### src/rtl/fft_ctrl.sv
// fft_ctrl: sequencer for an in-place radix-2 DIT FFT on a single butterfly.
// Issues one butterfly per cycle per stage (read addresses + twiddle index),
// then drains the memory/butterfly pipeline before the next stage begins.
// bf_en and the write-back strobe/addresses are the read strobe/addresses
// passed through a fixed delay line of MEM_LAT and MEM_LAT+BF_LAT cycles.
//
// Handshake: start is a single-cycle request that is only sampled in IDLE;
// there is no back-pressure. Every rd_en cycle is one issued butterfly, and
// its write-back appears exactly D cycles later. busy covers RUN and DRAIN.
module fft_ctrl #(
  parameter int LOG2N   = 6,
  parameter int MEM_LAT = 1,
  parameter int BF_LAT  = 3,
  localparam int SW     = $clog2(LOG2N),
  localparam int KW     = LOG2N - 1
) (
  input  logic             clk,
  input  logic             rst,
  input  logic             start,
  output logic             busy,
  output logic             done,
  output logic [SW-1:0]    stage,
  output logic             rd_en,
  output logic [LOG2N-1:0] rd_addr_p,
  output logic [LOG2N-1:0] rd_addr_q,
  output logic [KW-1:0]    tw_addr,
  output logic             bf_en,
  output logic             wr_en,
  output logic [LOG2N-1:0] wr_addr_p,
  output logic [LOG2N-1:0] wr_addr_q,
  output logic [1:0]       dbg_state
);

  localparam int D  = MEM_LAT + BF_LAT;
  localparam int CW = $clog2(D + 1);

  typedef enum logic [1:0] {IDLE, RUN, DRAIN, DONE} state_t;

  state_t        state;
  logic [KW-1:0] k_q;
  logic [SW-1:0] s_q;
  logic [CW-1:0] dcnt;

  logic [D-1:0]     en_pipe;
  logic [LOG2N-1:0] p_pipe [D];
  logic [LOG2N-1:0] q_pipe [D];

  // Ones in the low s bits of k (the position inside a butterfly group).
  function automatic logic [KW-1:0] low_mask(input logic [SW-1:0] s);
    return (KW'(1) << s) - KW'(1);
  endfunction

  // Upper operand: k with a zero inserted at bit position s.
  function automatic logic [LOG2N-1:0] p_of(input logic [KW-1:0] k, input logic [SW-1:0] s);
    logic [LOG2N-1:0] kk;
    logic [LOG2N-1:0] lo;
    kk = {1'b0, k};
    lo = {1'b0, k & low_mask(s)};
    return (((kk >> s) << s) << 1) | lo;
  endfunction

  // Lower operand sits one span above the upper operand.
  function automatic logic [LOG2N-1:0] q_of(input logic [KW-1:0] k, input logic [SW-1:0] s);
    return p_of(k, s) | (LOG2N'(1) << s);
  endfunction

  // Twiddle exponent scaled so stage s steps through N/2^(s+1) spaced roots.
  function automatic logic [KW-1:0] tw_of(input logic [KW-1:0] k, input logic [SW-1:0] s);
    return (k & low_mask(s)) << (KW - int'(s));
  endfunction

  assign stage     = s_q;
  assign dbg_state = state;
  assign bf_en     = en_pipe[MEM_LAT-1];
  assign wr_en     = en_pipe[D-1];
  assign wr_addr_p = p_pipe[D-1];
  assign wr_addr_q = q_pipe[D-1];

  // Control FSM: issues butterflies in RUN, counts D drain cycles per stage.
  always_ff @(posedge clk or posedge rst) begin
    if (rst) begin
      state     <= IDLE;
      k_q       <= '0;
      s_q       <= '0;
      dcnt      <= '0;
      busy      <= 1'b0;
      done      <= 1'b0;
      rd_en     <= 1'b0;
      rd_addr_p <= '0;
      rd_addr_q <= '0;
      tw_addr   <= '0;
    end else begin
      done <= 1'b0;
      case (state)
        IDLE: begin
          if (start) begin
            state     <= RUN;
            busy      <= 1'b1;
            k_q       <= '0;
            s_q       <= '0;
            rd_en     <= 1'b1;
            rd_addr_p <= p_of('0, '0);
            rd_addr_q <= q_of('0, '0);
            tw_addr   <= tw_of('0, '0);
          end
        end
        RUN: begin
          if (k_q == {KW{1'b1}}) begin
            state <= DRAIN;
            rd_en <= 1'b0;
            dcnt  <= '0;
          end else begin
            k_q       <= k_q + KW'(1);
            rd_addr_p <= p_of(k_q + KW'(1), s_q);
            rd_addr_q <= q_of(k_q + KW'(1), s_q);
            tw_addr   <= tw_of(k_q + KW'(1), s_q);
          end
        end
        DRAIN: begin
          if (dcnt == CW'(D - 1)) begin
            if (s_q == SW'(LOG2N - 1)) begin
              state <= DONE;
              busy  <= 1'b0;
              done  <= 1'b1;
            end else begin
              state     <= RUN;
              s_q       <= s_q + SW'(1);
              k_q       <= '0;
              rd_en     <= 1'b1;
              rd_addr_p <= p_of('0, s_q + SW'(1));
              rd_addr_q <= q_of('0, s_q + SW'(1));
              tw_addr   <= tw_of('0, s_q + SW'(1));
            end
          end else begin
            dcnt <= dcnt + CW'(1);
          end
        end
        DONE:    state <= IDLE;
        default: state <= IDLE;
      endcase
    end
  end

  // Delay lines aligning butterfly enable and write-back with the reads.
  always_ff @(posedge clk or posedge rst) begin
    if (rst) begin
      en_pipe <= '0;
      for (int i = 0; i < D; i++) begin
        p_pipe[i] <= '0;
        q_pipe[i] <= '0;
      end
    end else begin
      en_pipe[0] <= rd_en;
      p_pipe[0]  <= rd_addr_p;
      q_pipe[0]  <= rd_addr_q;
      for (int i = 1; i < D; i++) begin
        en_pipe[i] <= en_pipe[i-1];
        p_pipe[i]  <= p_pipe[i-1];
        q_pipe[i]  <= q_pipe[i-1];
      end
    end
  end

endmodule

### config.mk
export PLATFORM = sky130hd
export DESIGN_NAME = fft_ctrl
export DESIGN_NICKNAME = d
export VERILOG_FILES = /design/src/rtl/fft_ctrl.sv
export SDC_FILE = /design/constraint.sdc
export NUM_CORES = 1
export LEC_CHECK = 0
export ABC_AREA = 1
export BUFFER_PORTS_ARGS = -buffer_cell sky130_fd_sc_hd__clkbuf_2
export CAP_MARGIN = 20
export CORE_MARGIN = 10
export CORE_UTILIZATION = 35
export CTS_CLUSTER_SIZE = 25
export DETAILED_ROUTE_END_ITERATION = 6
export PLACE_DENSITY_LB_ADDON = 0.2
export SLEW_MARGIN = 0
export SYNTH_ARGS = -nofsm -noshare
export SYNTH_HDL_FRONTEND = slang
export SYNTH_SLANG_ARGS = --single-unit
### constraint.sdc
create_clock -name clk -period 6 [get_ports clk]
set_input_delay 0.3 -clock clk [delete_from_list [all_inputs] [get_ports clk]]
set_output_delay 0.3 -clock clk [all_outputs]
set_load 0.01 [all_outputs]
==> After elaboration in Yosys (flattened, before gate mapping) <==
Cells that the tools add are included.
{ "word_totals": {"register_bits": 85, "latch_bits": 0, "ramBits": 0, "rom_bits": 0, "wordCells": 103, "memories": 0} }
{ "op_classes": {"add_sub_neg": 6, "mul": 0, "div": 0, "n_lt_le_gt_ge": 0, "n_eq_ne": 13, "shifts": 9, "mux": 42, "bitwise_logic": 4, "reduce_logical": 10} }
{ "op_table": {"columns": ["op", "count"], "rows": [
  ["6-bit two-way mux", 8],
  ["6-bit case mux with 3 select lines", 2],
  ["5-bit two-way mux", 7],
  ["1-bit by 32-bit << shifter with 5-bit output (first input constant)", 1],
  ["5-bit by 32-bit << shifter with 5-bit output", 1],
  ["5-bit case mux with 3 select lines", 2],
  ["3-bit two-way mux", 5],
  ["2-bit inequality test (second input constant)", 7],
  ["6-bit OR", 2],
  ["3-bit case mux with 2 select lines", 2],
  ["1-bit by 3-bit << shifter with 6-bit output (first input constant)", 2],
  ["6-bit by 3-bit << shifter with 5-bit output", 2],
  ["5-bit AND reduction", 2],
  ["1-bit two-way mux", 9],
  ["2-bit two-way mux", 4],
  ["2-bit case mux with 4 select lines", 1],
  ["4-bit AND reduction", 2],
  ["3-bit by 3-bit subtractor with 4-bit output (first input constant)", 2],
  ["3-bit by 1-bit adder with 3-bit output (second input constant)", 2],
  ["6-bit by 5-bit OR with 6-bit output", 1],
  ["3-bit AND reduction", 2],
  ["1-bit by 3-bit >> shifter with 6-bit output (first input constant)", 1],
  ["5-bit by 3-bit >> shifter with 6-bit output", 1],
  ["5-bit by 1-bit adder with 5-bit output (second input constant)", 1],
  ["other kinds (13)", 15]
]} }

==> Depth between registers and ports, before layout <==
{ "logic_depth": {"depth_word": 7, "ltp_mapped": 18, "depth_no_buf": 17} }

==> Worst setup path before layout <==
OpenSTA, ideal clock, no wires.
{ "synth_timing": {"path_kind": "register to register", "start": "register s_q[0] (netlist: stage[0])", "end": "register tw_addr[4]", "setup_ns": 0.116, "arrival_time_ns": 2.315, "setup_slack_ns": 3.568, "path_stages_with_launch": 18, "path_buffers": 2, "synth_period_minus_slack_ns": 2.432, "path_cell_list": "dfrtp_1 > buf_6 > inv_1 > buf_2 > ha_1 > nand2_1 > ha_1 > or2_2 > nand3_1 > nand2_1 > nand3_1 > nor2_1 > nor2_1 > nand2_1 > nand2_1 > nand2_1 > nand2_1 > nand2_1"} }
{ "synth_via": {"elab_chain_len": 6} }
{ "synth_lines": {"columns": ["element", "line_no", "rtl"], "rows": [
  ["start: declaration", "41", "logic [SW-1:0] s_q;"],
  ["start signal: assignment", "127", "s_q <= s_q + SW'(1);"],
  ["1-bit by 3-bit << shifter with 5-bit output or 3-bit by 1-bit adder with 3-bit output (tied branches)", "50, 132", null],
  ["5-bit by 2-bit subtractor with 5-bit output or 3-bit by 3-bit subtractor with 4-bit output (tied branches)", "50, 69", null],
  ["5-bit bitwise AND or 1-bit by 32-bit << shifter with 5-bit output (tied branches)", "69", "return (k & low_mask(s)) << (KW - int'(s));"],
  ["5-bit by 32-bit << shifter with 5-bit output or 5-bit two-way mux (tied branches)", "69, 121", null],
  ["5-bit two-way mux, on equally long branches", "108, 120", null],
  ["5-bit case mux with 3 select lines", "94", "case (state)"],
  ["end signal: assignment", "104", "tw_addr <= tw_of('0, '0);"],
  ["end signal: assignment", "116", "tw_addr <= tw_of(k_q + KW'(1), s_q);"],
  ["end signal: assignment", "132", "tw_addr <= tw_of('0, s_q + SW'(1));"],
  ["end: declaration", "26", "output logic [KW-1:0] tw_addr,"]
]} }
Parallel ways exist; a longest one is shown, timed or not. The select of a mux whose other input is x is not followed.
A chain may end at the register's enable or synchronous reset.

==> Final worst setup path <==
Same ends and word-level chain as after synthesis.

==> summary by stage <==
Status
The flow ran to the end, and the final reports show no timing, DRC or antenna violations.

Worst setup path
Walking the worst path, the cells encountered are inv_1 > ha_1 > nand2_1 > ha_1 > or2_2 > nand3_1 > nand2_1 > nand3_1 > nor2_1 > nor2_1 > nand2_1 > nand2_1 > nand2_1 > nand2_1 > nand2_1. The type of element capturing the critical path is a register. For the worst setup path, the data required time is about 6.3 ns. Counting stages on the worst path, the most repeated cell is sky130_fd_sc_hd__nand2_1.

The maximum single-stage delay on the critical path is around 0.67 ns. The number of buffer and inverter stages on the critical path is 1. The critical path arrival is around 3.3 ns. The worst-path maximum fanout is 21. The critical path in this run is classified as reg2reg. STA classifies the critical path startpoint as a register. The dominant delay contributor by cell family on the critical path is simple AND/OR/NAND/NOR gates. The slowest stage cell on the critical path is sky130_fd_sc_hd__dfrtp_1.

CTS
TritonCTS built the clock tree. The clock drives 85 sinks. The clock insertion delay at the later pin of the skew report is 0.35 ns. Buffers added to address setup during post-CTS repair amount to 0. The number of CTS-inserted buffers is 9.

The clock slew seen by the registers of the worst setup and hold paths is 0.10 ns. The H-tree was split into 3 levels. The clock tree root buffer cell is sky130_fd_sc_hd__clkbuf_8. The clock passes through at most 2 buffers.

STA
The accumulated negative setup slack is 0 ns. Dividing the final minimum period by the clock period gives between 50% and 60%. The final count of hold timing violations was 0.

Setup violations remaining at the end of the flow were counted as 0. Clock skew on the completed layout was measured at ~0.021 ns. Setup repair after global routing left no endpoint under its margin. The worst path in the final design needs a cycle of between 3 and 4 ns, including I/O delays and setup.

The count of final max-slew check failures came to 0. The transition at the pin with the smallest max-transition slack is just under 0.8 ns. Based on the critical path, the design can be clocked at up to approximately 330 MHz.

The headroom to the max-slew limit is 48.7%.

Drt
In this run, the number of DRC markers left after iteration 0 of detailed routing was 165. After detailed routing, the number of remaining DRC violations is 0. Before antenna repair, the detailed router went through 5 iterations. The ratio of routed vias to standard cells is between 4 and 5.

The number of routed nets with antenna violations is 0. The final route contains about 2500 vias. Wires add up to 7.55 mm.

In the final routed layout, each cell accounts on average for approximately 14 microns.

Logic synthesis
In the post-synthesis netlist, the biggest area contributors are sky130_fd_sc_hd__dfrtp_1 (59%), sky130_fd_sc_hd__nand2_1 (9.4%), sky130_fd_sc_hd__ha_1 (6.9%), sky130_fd_sc_hd__nand3_1 (3.9%), sky130_fd_sc_hd__inv_1 (3.4%). The net count of the mapped netlist is 390. Counting flops with an async set or reset pin after synthesis yields a share of 100%. By instance count, the leading cell after synthesis is sky130_fd_sc_hd__nand2_1.

Synthesis produced a netlist whose cell count is 367. Sorting the synthesized cells by how often they occur yields sky130_fd_sc_hd__nand2_1 (91), sky130_fd_sc_hd__dfrtp_1 (85), sky130_fd_sc_hd__inv_1 (33). The synthesis warning total is 0. Of the synthesized area, sequential elements account for between 50 and 60%. The top cell type by total area after synthesis is sky130_fd_sc_hd__dfrtp_1. In this run, distinct cell masters in the synthesized netlist total 31.

Counting flops with a built-in enable in the synthesized netlist gives 0. After synthesis, the largest area contributor takes up 58.8% of total cell area. The synthesized netlist occupies a cell area of between 0.003 and 0.004 sq mm. The synthesized design contains 85 register bits.

In the synthesized netlist the dominant register cell turns out to be sky130_fd_sc_hd__dfrtp_1. In this run the mean area of a mapped cell was between 9 and 10 sq um.

Layout
Across the whole layout, storage elements account for between 0.002 and 0.0025 sq mm. The fraction of final layout cells sized beyond drive strength 1 is 17.5%. The post-layout instance count excluding filler cells is around 540. The number of antenna diodes in the final layout is 0. From synthesis to final layout, the design area changed by 12.3%.

The count of nets after finishing is 423. The area occupied by multi-input gates is about 0.0012 sq mm. After filler insertion, the fill cell instance count of the layout stands at slightly above 1000.

GRT
The most heavily used metal layer in global routing is met2. The total congestion overflow after global routing is 0. The via count of the first global-routing pass was between 2000 and 3000. The met3 usage in global routing is approximately 2.9%. The wire length of the first global-routing pass is around 13 mm. Global routing used around 17% of the available met2 tracks. The largest net degree at the start of global routing is 57. The initial antenna violation count is 0. Global routing consumed, on the met1 layer, between 10 and 15% of the routing resources.

The aggregate global-route resource usage is a little over a tenth.

Floorplanning
The y dimension of the die is 122 microns. The die is roughly 120 microns wide. Pin placement for this block handled 42 I/O pins. The die covers approximately 0.015 sq mm. The placeable core area is a little over 0.01 sq mm. The starting density of the core is about 35%. The initialized floorplan defines 37 standard-cell rows.

Job
The number of maximum-capacitance violations is 0.

Place
The instance count after placement with tap cells included is 524. At the end of routability-driven placement, the weighted congestion stood at about 0.89. During placement, the flow inserted port buffers numbering 41.

The post-detailed-placement half-perimeter wirelength is approximately 5.5 mm.

Power and ir drop
The total power divided by cell area is between 200 and 250 mW/mm^2. IR analysis of the VDD net gives a maximum drop of ~100 uV. The leakage component of the power is roughly 0.0021 uW.

Min path
The worst min-delay path class is reg2reg.
## path summary, 6_finish.rpt
check	startpoint	cells past startpoint	slack (ns)	endpoint
hold / removal	q_pipe[22]	0	0.35	q_pipe[16]
min in group asynchronous	rst	3	0.50	rd_addr_p[5]
setup reg to reg	stage[0]	15	2.95	tw_addr[4]
max in group asynchronous	rst	4	4.46	rd_addr_q[3]
setup / recovery	stage[0]	15	2.95	tw_addr[4]
hold reg to reg	q_pipe[22]	0	0.35	q_pipe[16]
## cell usage in the layout, fill, tap and decap left out, types with 2 or more instances in the layout
master	synthesis	layout
sky130_fd_sc_hd__clkinv_4	0	2
sky130_fd_sc_hd__nor3_1	2	2
sky130_fd_sc_hd__o22ai_1	3	3
sky130_fd_sc_hd__a21oi_1	18	18
sky130_fd_sc_hd__nand2_4	2	2
sky130_fd_sc_hd__nand4_1	4	4
sky130_fd_sc_hd__clkbuf_8	0	10
sky130_fd_sc_hd__ha_1	20	20
sky130_fd_sc_hd__inv_2	2	2
sky130_fd_sc_hd__nor2_4	2	2
sky130_fd_sc_hd__o21ai_0	22	22
sky130_fd_sc_hd__inv_6	1	4
sky130_fd_sc_hd__dfrtp_1	85	85
sky130_fd_sc_hd__nand2_1	91	91
sky130_fd_sc_hd__a31oi_1	2	2
sky130_fd_sc_hd__nand3_1	28	28
sky130_fd_sc_hd__nor2_1	21	21
sky130_fd_sc_hd__clkbuf_2	1	41
sky130_fd_sc_hd__inv_1	33	32
## flip-flops by register name, summed over array words and instances (netlist names)
signal	cells
done	1
wr_addr_q	6
tw_addr	5
busy	1
k_q	5
q_pipe	18
dcnt	3
dbg_state	2
rd_en	1
rd_addr_q	6
wr_addr_p	6
stage	3
en_pipe	4
p_pipe	18
rd_addr_p	6
## layer usage
layer	vias up	wire (microns)
li1	1235	-
met2	64	3550
met5	-	0
met1	1166	3530
met3	11	352
met4	0	121
## kinds of logic after synthesis
group           count (synthesis)  share of synthesized area (%)
compound gates                 50                           7.48
fa+ha+maj                      20                           6.92
simple gates                  154                           18.7
mux                             1                          0.277
buf+inv                        57                           7.75
flops                          85                           58.8
## through the flow
step / hold WS, ns / area [sq um] / power (uW) / setup slack (ns) / util [%]
2_1_floorplan: 0.331 / 3610 / 592 / 3.51 / -
3_3_place_gp: 0.331 / 3860 / 597 / 3.01 / 37.9
3_5_place_dp: 0.335 / 3860 / 597 / 3.00 / 37.9
4_1_cts: 0.348 / 4060 / 984 / 3.00 / 39.8
5_1_grt: 0.351 / 4060 / 1010 / 2.66 / 39.8
6_report: 0.346 / 4060 / 963 / 2.95 / 39.8
## area by class of cell
cell class / instances / area share (%)
Sequential cell: 85 / 52.4
Multi-Input combinational cell: 225 / 29.8
Timing Repair Buffer: 43 / 5.49
Tap cell: 136 / 4.19
Inverter: 36 / 3.48
Clock buffer: 10 / 3.39
Clock inverter: 6 / 1.26
## timing repair
| item | 4_1_cts | 5_1_grt |
|---|---|---|
| gates resized for setup | 0 | 0 |
| hold buffers | 1 | 0 |
| setup endpoints to repair | 0 | 0 |
| hold endpoints to repair | 29 | 0 |
## power breakdown
part / switching [uW] / total [uW] / leakage [uW] / internal (uW)
registers: 0 / 572 / 0.00101 / 572
logic: 10.8 / 12.2 / 0.00100 / 1.43
clock network: 211 / 379 / 0.0000939 / 168
(Power assumes the default switching activity.)
